[config.mk]
export PLATFORM = sky130hd
export DESIGN_NAME = gate_test_sequencer_flat
export DESIGN_NICKNAME = d
export VERILOG_FILES = /design/src/rtl/gate_test_pkg.sv /design/src/rtl/gate_test_sequencer_if.sv /design/src/rtl/gate_test_sequencer_settle_timer.sv /design/src/rtl/gate_test_sequencer.sv /design/src/flat_wrapper.sv
export SDC_FILE = /design/constraint.sdc
export NUM_CORES = 1
export LEC_CHECK = 0
export ABC_AREA = 0
export CAP_MARGIN = 10
export CORE_MARGIN = 2
export CORE_UTILIZATION = 25
export DETAILED_ROUTE_END_ITERATION = 10
export PLACE_DENSITY = 0.54
export SLEW_MARGIN = 0
export SYNTH_ARGS = -nofsm -noshare
export SYNTH_HDL_FRONTEND = slang
export SYNTH_HIERARCHICAL = 1
export SYNTH_SLANG_ARGS = --single-unit
[constraint.sdc]
create_clock -name Clock -period 1.95 [get_ports Clock]
set_input_delay 0.39 -clock Clock [delete_from_list [all_inputs] [get_ports Clock]]
set_output_delay 0.39 -clock Clock [all_outputs]
set_load 0.03 [all_outputs]
[src/rtl/gate_test_pkg.sv]
// Purpose: shared types and constants for the 2-input gate test sequencer.
// Latency: n/a (declarations only).
// Backpressure: n/a.
// Contents: FSM state encoding, vector count, vector-to-input mapping, common truth tables.
package gate_test_pkg;

  typedef enum logic [1:0] {
    ST_IDLE   = 2'd0,
    ST_SETTLE = 2'd1,
    ST_SAMPLE = 2'd2,
    ST_DONE   = 2'd3
  } state_e;

  localparam int NUM_VECTORS = 4;

  typedef logic [1:0] vec_idx_t;

  // Drive pair for gate inputs; packed as {B,A} so it lines up with table indexing.
  typedef struct packed {
    logic b;
    logic a;
  } ab_t;

  // Entry i (2 bits) is the {B,A} drive for vector index i: 00, 10, 01, 11 in A/B order.
  localparam logic [2*NUM_VECTORS-1:0] VECTOR_MAP = {2'b11, 2'b10, 2'b01, 2'b00};

  // Expected-output tables, bit i = output for vector index i ({B,A} = i).
  localparam logic [NUM_VECTORS-1:0] TT_AND  = 4'b1000;
  localparam logic [NUM_VECTORS-1:0] TT_OR   = 4'b1110;
  localparam logic [NUM_VECTORS-1:0] TT_XOR  = 4'b0110;
  localparam logic [NUM_VECTORS-1:0] TT_NAND = 4'b0111;

  function automatic ab_t vector_ab(input vec_idx_t idx);
    ab_t v;
    v = VECTOR_MAP[{idx, 1'b0} +: 2];
    return v;
  endfunction

endpackage

[src/rtl/gate_test_sequencer_if.sv]
// Purpose: control/result bundle between a test controller, the gate under test and the sequencer.
// Latency: n/a (wires only).
// Backpressure: none; Start is a single-cycle request, ignored while a run is in flight.
// Ports: master drives Start/Abort/Expected_Table/Gate_Output and observes the rest; slave is the sequencer.
interface gate_test_sequencer_if;
  import gate_test_pkg::*;

  logic                   Start;
  logic                   Abort;
  logic [NUM_VECTORS-1:0] Expected_Table;
  logic                   Gate_Output;
  logic                   Input_A;
  logic                   Input_B;
  logic                   Busy;
  logic                   Done;
  logic                   Pass;
  logic [2:0]             Error_Count;
  logic [NUM_VECTORS-1:0] Result;

  modport master (
    output Start, Abort, Expected_Table, Gate_Output,
    input  Input_A, Input_B, Busy, Done, Pass, Error_Count, Result
  );

  modport slave (
    input  Start, Abort, Expected_Table, Gate_Output,
    output Input_A, Input_B, Busy, Done, Pass, Error_Count, Result
  );

endinterface

[src/rtl/gate_test_sequencer_settle_timer.sv]
// Purpose: settle-time counter; pulses done_o on the last settle cycle of a vector.
// Latency: done_o is combinational from the count, high when cnt == SETTLE_CYCLES-1 and enabled.
// Backpressure: none; clear_i has priority over enable_i.
// Ports: clk_i, rst_i (async high), clear_i, enable_i -> done_o.
module settle_timer #(
  parameter int unsigned SETTLE_CYCLES = 20,
  parameter int unsigned CNT_W         = 8
) (
  input  logic clk_i,
  input  logic rst_i,
  input  logic clear_i,
  input  logic enable_i,
  output logic done_o
);

  localparam logic [CNT_W-1:0] LAST_CNT = CNT_W'(SETTLE_CYCLES - 1);

  logic [CNT_W-1:0] cnt_q;

  always_ff @(posedge clk_i or posedge rst_i) begin
    if (rst_i) begin
      cnt_q <= '0;
    end else if (clear_i) begin
      cnt_q <= '0;
    end else if (enable_i) begin
      cnt_q <= cnt_q + CNT_W'(1);
    end
  end

  assign done_o = enable_i && (cnt_q == LAST_CNT);

endmodule

[src/rtl/gate_test_sequencer.sv]
// Purpose: walks a 2-input gate through vectors 00,10,01,11, samples its output after a settle time and scores it.
// Latency: Done/Pass valid 4*(SETTLE_CYCLES+1) cycles after the Start edge; each vector held SETTLE_CYCLES+1 cycles.
// Backpressure: Start ignored while Busy; Abort wins over Start and returns to IDLE from any state.
// Ports: Clock, Reset (async high), bus (slave modport: Start/Abort/Expected_Table/Gate_Output in;
//        Input_A/Input_B/Busy/Done/Pass/Error_Count/Result out, all registered).
module gate_test_sequencer
  import gate_test_pkg::*;
#(
  parameter int unsigned SETTLE_CYCLES = 20,
  parameter int unsigned CNT_W         = 8
) (
  input  logic                  Clock,
  input  logic                  Reset,
  gate_test_sequencer_if.slave  bus
);

  state_e                 state_q;
  vec_idx_t               idx_q;
  logic [NUM_VECTORS-1:0] table_q;
  logic [NUM_VECTORS-1:0] result_q;
  logic [NUM_VECTORS-1:0] result_d;
  logic [2:0]             err_q;
  logic [2:0]             err_d;
  ab_t                    ab_q;
  logic                   busy_q;
  logic                   done_q;
  logic                   pass_q;

  logic start_ok;
  logic last_vec;
  logic mismatch;
  logic timer_clr;
  logic timer_en;
  logic timer_done;

  // Start only counts from a resting state and only if Abort is not also present.
  assign start_ok = bus.Start && !bus.Abort && ((state_q == ST_IDLE) || (state_q == ST_DONE));
  assign last_vec = (idx_q == vec_idx_t'(NUM_VECTORS - 1));
  assign mismatch = (bus.Gate_Output != table_q[idx_q]);
  assign err_d    = err_q + {2'b00, mismatch};

  always_comb begin
    result_d        = result_q;
    result_d[idx_q] = bus.Gate_Output;
  end

  // Counter restarts whenever a new vector is driven: on run start and on each non-final sample.
  assign timer_clr = start_ok || ((state_q == ST_SAMPLE) && !last_vec && !bus.Abort);
  assign timer_en  = (state_q == ST_SETTLE);

  settle_timer #(
    .SETTLE_CYCLES (SETTLE_CYCLES),
    .CNT_W         (CNT_W)
  ) u_settle_timer (
    .clk_i    (Clock),
    .rst_i    (Reset),
    .clear_i  (timer_clr),
    .enable_i (timer_en),
    .done_o   (timer_done)
  );

  always_ff @(posedge Clock or posedge Reset) begin
    if (Reset) begin
      state_q  <= ST_IDLE;
      idx_q    <= '0;
      table_q  <= '0;
      result_q <= '0;
      err_q    <= '0;
      ab_q     <= '0;
      busy_q   <= 1'b0;
      done_q   <= 1'b0;
      pass_q   <= 1'b0;
    end else if (bus.Abort) begin
      // Result and Error_Count are deliberately kept so a partial run can be inspected.
      state_q <= ST_IDLE;
      ab_q    <= '0;
      busy_q  <= 1'b0;
      done_q  <= 1'b0;
      pass_q  <= 1'b0;
    end else begin
      case (state_q)
        ST_IDLE, ST_DONE: begin
          if (start_ok) begin
            table_q  <= bus.Expected_Table;
            result_q <= '0;
            err_q    <= '0;
            idx_q    <= '0;
            ab_q     <= vector_ab(vec_idx_t'(0));
            busy_q   <= 1'b1;
            done_q   <= 1'b0;
            pass_q   <= 1'b0;
            state_q  <= ST_SETTLE;
          end
        end
        ST_SETTLE: begin
          if (timer_done) begin
            state_q <= ST_SAMPLE;
          end
        end
        ST_SAMPLE: begin
          result_q <= result_d;
          err_q    <= err_d;
          if (last_vec) begin
            // Inputs stay on the last vector while results are held in DONE.
            busy_q  <= 1'b0;
            done_q  <= 1'b1;
            pass_q  <= (err_d == 3'd0);
            state_q <= ST_DONE;
          end else begin
            idx_q   <= idx_q + vec_idx_t'(1);
            ab_q    <= vector_ab(idx_q + vec_idx_t'(1));
            state_q <= ST_SETTLE;
          end
        end
        default: begin
          state_q <= ST_IDLE;
        end
      endcase
    end
  end

  assign bus.Input_A     = ab_q.a;
  assign bus.Input_B     = ab_q.b;
  assign bus.Busy        = busy_q;
  assign bus.Done        = done_q;
  assign bus.Pass        = pass_q;
  assign bus.Error_Count = err_q;
  assign bus.Result      = result_q;

endmodule

[src/flat_wrapper.sv]
// flat-port wrapper written by rule: the top's interface ports become plain ports
module gate_test_sequencer_flat import gate_test_pkg::*;
#(
  parameter int unsigned SETTLE_CYCLES = 20,
  parameter int unsigned CNT_W         = 8
)
  (Clock, Reset, bus_Start, bus_Abort, bus_Expected_Table, bus_Gate_Output, bus_Input_A, bus_Input_B, bus_Busy, bus_Done, bus_Pass, bus_Error_Count, bus_Result);
  gate_test_sequencer_if bus_i ();
  input  logic Clock;
  input  logic Reset;
  input wire logic [$bits(bus_i.Start)-1:0] bus_Start;
  input wire logic [$bits(bus_i.Abort)-1:0] bus_Abort;
  input wire logic [$bits(bus_i.Expected_Table)-1:0] bus_Expected_Table;
  input wire logic [$bits(bus_i.Gate_Output)-1:0] bus_Gate_Output;
  output wire logic [$bits(bus_i.Input_A)-1:0] bus_Input_A;
  output wire logic [$bits(bus_i.Input_B)-1:0] bus_Input_B;
  output wire logic [$bits(bus_i.Busy)-1:0] bus_Busy;
  output wire logic [$bits(bus_i.Done)-1:0] bus_Done;
  output wire logic [$bits(bus_i.Pass)-1:0] bus_Pass;
  output wire logic [$bits(bus_i.Error_Count)-1:0] bus_Error_Count;
  output wire logic [$bits(bus_i.Result)-1:0] bus_Result;
  assign bus_i.Start = bus_Start;
  assign bus_i.Abort = bus_Abort;
  assign bus_i.Expected_Table = bus_Expected_Table;
  assign bus_i.Gate_Output = bus_Gate_Output;
  assign bus_Input_A = bus_i.Input_A;
  assign bus_Input_B = bus_i.Input_B;
  assign bus_Busy = bus_i.Busy;
  assign bus_Done = bus_i.Done;
  assign bus_Pass = bus_i.Pass;
  assign bus_Error_Count = bus_i.Error_Count;
  assign bus_Result = bus_i.Result;
  gate_test_sequencer #(.SETTLE_CYCLES(SETTLE_CYCLES), .CNT_W(CNT_W)) u_core (.Clock(Clock), .Reset(Reset), .bus(bus_i));
endmodule
=== Word level (Yosys, flattened, before mapping) ===
Cells that the tools add are included.

* Bits in read-only memories: 0
* Memory bits (writable): 0
* Register bits after elaboration: 28
* Word-level logic and storage cells: 85
* Latch bits: 0
* Output and inout bits: 12
* Memories kept: 0

* Div/mod/pow operators: 0
* Multipliers: 0
* Multiplexer cells: 33
* Order comparisons: 2
* Bitwise logic cells: 1
* Equality and inequality tests: 12
* $add $sub $neg: 3
* Shift-type cells: 1
* Reduce and logical (&&, ||, !) cells: 22

{| class="wikitable"
|+ Operator list
! cell !! number
|-
| 2-to-1 mux 2 bit || 8
|-
| 2-to-1 mux 8 bit || 2
|-
| AND reduction 3 bit || 4
|-
| 2-to-1 mux 1 bit || 10
|-
| inequality test 3 x 2 -> 1 bit (second input constant) || 3
|-
| adder 8 x 1 -> 8 bit (second input constant) || 1
|-
| == test 8 x 5 -> 1 bit (second input constant) || 1
|-
| one-hot mux 2 bit (2 select lines) || 2
|-
| one-hot mux 4 bit (2 select lines) || 1
|-
| variable part select 8 x 4 -> 2 bit (first input constant) || 1
|-
| == test 2 bit (second input constant) || 3
|-
| logical AND 1 bit || 6
|-
| one-hot mux 1 bit (2 select lines) || 3
|-
| one-hot mux 2 bit (3 select lines) || 1
|-
| one-hot mux 3 bit (2 select lines) || 1
|-
| bitwise mux 4 bit || 1
|-
| 2-to-1 mux 4 bit || 1
|-
| AND reduction 4 bit || 1
|-
| nonzero test 2 bit || 2
|-
| adder 3 x 1 -> 3 bit || 1
|-
| zero test 3 bit || 1
|-
| < comparator 2 x 3 -> 1 bit (second input constant) || 1
|-
| 2-to-1 mux 3 bit || 1
|-
| inequality test 3 bit (second input constant) || 1
|-
| other kinds (15) || 17
|}

=== Longest topological paths before layout ===
* Depth after elaboration: 8
* Depth in mapped cells: 8
* Mapped depth without buffers: 7

=== Hierarchy ===
The synthesis kept the hierarchy.

{| class="wikitable"
|+ Modules (own cells, without submodules)
! module !! cells each !! instances !! seq. area each (µm²) !! area each (µm²)
|-
| gate_test_sequencer || 113 || 1 || 500.5 || 1,166.1
|-
| settle_timer || 42 || 1 || 200.2 || 421.7
|}

=== Least setup slack after synthesis ===
Ideal clock, no wire load.

* Kind: register to register
* From: register u_core.idx_q[0]
* To: register u_core.err_q[2] (netlist: u_core/bus.Error_Count[2])
* Arrival time: 1,832 ps
* Clock period less this slack: 1,953 ps
* Path slack: -3 ps
* Buffers on the path: 0
* Required time: 1,828 ps
* Stages on the path, launching flop included: 7
* Path through: dfrtp_1 mux4_2 xor2_1 ha_1 ha_1 nor2b_1 a32o_1

* Word-level cells in the longest chain between the ends: 5

{| class="wikitable"
|+ Ends and longest elaborated chain
! element !! RTL line !! text
|-
| start, declared || gate_test_sequencer.sv:18 || <nowiki>vec_idx_t idx_q;</nowiki>
|-
| start signal, assigned || gate_test_sequencer.sv:110 || <nowiki>idx_q <= idx_q + vec_idx_t'(1);</nowiki>
|-
| binary-select mux 1 bit (select 2 bit) || gate_test_sequencer.sv:39 || <nowiki>assign mismatch = (bus.Gate_Output != table_q[idx_q]);</nowiki>
|-
| 2-to-1 mux 1 bit (implied by the code) || gate_test_sequencer.sv:39 ||
|-
| inequality test 1 bit || gate_test_sequencer.sv:39 ||
|-
| adder 3 x 1 -> 3 bit || gate_test_sequencer.sv:40 || <nowiki>assign err_d = err_q + {2'b00, mismatch};</nowiki>
|-
| one-hot mux 3 bit (2 select lines) || gate_test_sequencer.sv:81 || <nowiki>case (state_q)</nowiki>
|-
| end signal, assigned || gate_test_sequencer.sv:102 || <nowiki>err_q <= err_d;</nowiki>
|-
| end, declared || gate_test_sequencer.sv:22 || <nowiki>logic [2:0] err_q;</nowiki>
|}

No other way between the ends. The select of a mux whose other input is x is not followed.
A chain may end at the register's enable or synchronous reset.

=== Final worst setup path ===
Ends and elaborated chain as after synthesis.

==> impl_metrics.py <==
metrics = {
    "power": {
        "leakagePower_nw": 0.850,
        "peakVddDrop_v": 0.000321,
        "powerDensity_nw_per_um2": 702,
        "total_power_mw": 1.41,
    },
    "routing": {
        "drc_errors": 0,
        "via_per_inst": 4.53,
        "wl_per_cell_um": 12.8,
        "drt_iter0_drc": 56,
        "wl_um": 3310,
        "vias": 1174,
        "first_pass_iters": 4,
        "postRouteAntennaNets": 0,
    },
    "worst_setup_path": {
        "critPathMaxFanout": 3,
        "worstPathArrival_ps": 2050,
        "cp.required_ps": 2120,
        "crit_path_end_kind": "register",
        "start_kind": "register",
        "timing.setup.critical_path_class": "reg -> reg",
    },
    "grt": {
        "grt_pass1_vias": 1181,
        "grt_use_total": 0.101,
        "grt_pass1_wl_um": 5850,
        "grt_start_max_net_pins": 21,
        "grt_overflow": 0,
        "antenna_found_initial": 0,
    },
    "layout": {
        "instances_no_fill": 259,
        "drive_above_1_share": 0.159,
        "area_growth_pct": 26.8,
        "diodes": 0,
        "nets": 202,
    },
    "min_path": {
        "hold_class": "in -> async",
    },
    "synthesis": {
        "postSynthAreaPerCell_sq_um": 10.2,
        "yosysTopAreaCell": "dfrtp_1",
        "synth_seq_cells": 28,
        "synth_edf_count": 0,
        "synth_top_area_share": 0.441,
        "synth_flop_cell": "dfrtp_1",
        "seq_area_frac_synth": 0.441,
        "synth_area_sq_um": 1590,
        "synth_common_cells": "dfrtp_1, a21oi_1, ha_1, nand2_1, o21ai_0",
        "synth.net_count": 174,
        "synth_most_common_cell": "dfrtp_1",
        "netlist_instances": 155,
        "synth-async-reset-ratio": 1.00,
        "ys_top_cells_by_area": "dfrtp_1, ha_1, mux2_4",
        "yosys_warnings": 6,
        "synth_cell_types": 39,
    },
    "sta": {
        "finalHoldViolCount": 0,
        "worst_pin_slew_ps": 339,
        "min_period_ps": 1890,
        "final.setup_skew_ps": 3.01,
        "final.period_utilization": 0.967,
        "drv_slew": 0,
        "slew_headroom": 0.772,
        "fin_ws_ps": 64.1,
        "finalSetupViolations": 0,
        "fmax_ghz": 0.530,
    },
    "cts": {
        "tritoncts": "yes",
        "ctsLongestPathBuffers": 2,
        "ctsRootBufferMaster": "clkbuf_8",
        "worst_skew_pair.late_latency_ps": 270,
        "clkTransAtPathRegs_ps": 100,
        "clkSinkCount": 28,
        "cts_buffers": 3,
        "htree_levels": 1,
    },
    "floorplanning": {
        "ios": 21,
        "die_x_um": 83.7,
        "die_y_um": 83.7,
        "core_sq_um": 6240,
        "row_count": 29,
        "die_area_sq_um": 7000,
        "start_util": 0.254,
    },
    "outcome": {
        "status": "completed",
    },
    "placement": {
        "place_congestion": 0.711,
        "dp_hpwl_um": 2490,
        "dp_slack_ps": -0.508,
        "dp_cells": 254,
        "port_buffers": 20,
    },
    "job": {
        "maxCapViolCount": 0,
    },
}
==> repair_timing <==
item | CTS | global route
setup buffers | 0 | 1
resized for setup | 0 | 3
hold buffers | 0 | 0
endpoints found under the setup margin | 0 | 2
==> worst max-delay path, stage by stage, from the launching register on <==
cell	delay [ps]
dfrtp_1	380
mux4_2	510
xor2_1	160
ha_2	210
ha_4	130
nand2b_1	90
nand3_1	70
a32o_1	220
==> placed cells by master, fill, tap and decap left out, types with 2 or more instances in the layout <==
| cell type | netlist | routed |
|---|---|---|
| a21oi_1 | 11 | 11 |
| a32o_1 | 3 | 3 |
| buf_4 | 0 | 10 |
| clkbuf_8 | 0 | 3 |
| clkdlybuf4s50_1 | 0 | 20 |
| dfrtp_1 | 28 | 28 |
| ha_1 | 10 | 8 |
| inv_1 | 9 | 9 |
| mux2_4 | 4 | 4 |
| mux2i_1 | 4 | 4 |
| nand2_1 | 10 | 10 |
| nand2b_1 | 3 | 3 |
| nand3_1 | 7 | 7 |
| nand4_1 | 5 | 5 |
| nor2_1 | 8 | 8 |
| nor2b_1 | 6 | 6 |
| o21ai_0 | 10 | 10 |
| o2bb2ai_1 | 2 | 2 |
| o41ai_1 | 2 | 2 |
| or3_1 | 3 | 3 |
| xnor2_1 | 2 | 2 |
| xor2_1 | 4 | 4 |
==> metal layers <==
metal | track usage | routed length, um | vias to the layer above
li1 | - | - | 603
met1 | 0.152 | 1740 | 556
met5 | 0 | 0 | -
met3 | 0.0168 | 76 | 2
met4 | 0.0220 | 29 | 0
met2 | 0.151 | 1460 | 13
==> through the flow <==
| stage | area, sq um | hold WS [ps] | util | setup TNS, ps |
|---|---|---|---|---|
| finish | 2010 | 383 | 0.323 | 0 |
| global placement | 1920 | 498 | 0.307 | 0 |
| CTS | 1990 | 391 | 0.319 | 0 |
| floorplan | 1590 | 206 | - | 0 |
| global route | 2010 | 418 | 0.323 | -0.536 |
| detailed placement | 1920 | 495 | 0.307 | -0.508 |
==> area by class of cell <==
cell class / instances / area [sq um]
tap: 77 / 96.3
sequential: 28 / 701
clock inverter: 1 / 30.0
multi-input combinational: 111 / 836
inverter: 9 / 33.8
clock buffer: 3 / 41.3
fill: 656 / 4230
timing repair buffer: 30 / 275
==> cells by family after synthesis <==
kind of cell               synth area share
DFF                                   0.441
buffers and inverters                0.0449
AOI/OAI and AO/OA                     0.123
muxes                                0.0772
xor gates and xnor gates             0.0331
and+or+nand+nor                       0.202
adders and majority gates            0.0788
==> worst paths after layout <==
check                           slack, ps               from                             end  depth (start not counted)
worst max-delay path                   60    u_core/idx_q[0]       u_core/bus.Error_Count[2]                          7
worst min-delay path                  380              Reset  u_core/u_settle_timer/cnt_q[3]                          2
worst max register to register         60    u_core/idx_q[0]       u_core/bus.Error_Count[2]                          7
worst min register to register        520  u_core/table_q[3]               u_core/table_q[3]                          1
max in group asynchronous            1250              Reset                 u_core/idx_q[1]                          3
min in group Clock                    520  u_core/table_q[3]               u_core/table_q[3]                          1
==> report_power, final <==
group	internal, mW	switching [mW]
sequential	0.635	0.0672
clock	0.275	0.187
combinational	0.129	0.120
total	1.04	0.374
==> registers in the layout, summed over array words and instances (netlist names) <==
register / count
u_core/u_settle_timer/cnt_q: 8
u_core/bus.Result: 4
u_core/table_q: 4
u_core/bus.Error_Count: 3
u_core/idx_q: 2
u_core/state_q: 2
u_core/bus.Busy: 1
u_core/bus.Done: 1
u_core/bus.Input_A: 1
u_core/bus.Input_B: 1
u_core/bus.Pass: 1
Note: power is estimated with default switching activity, not from simulation.
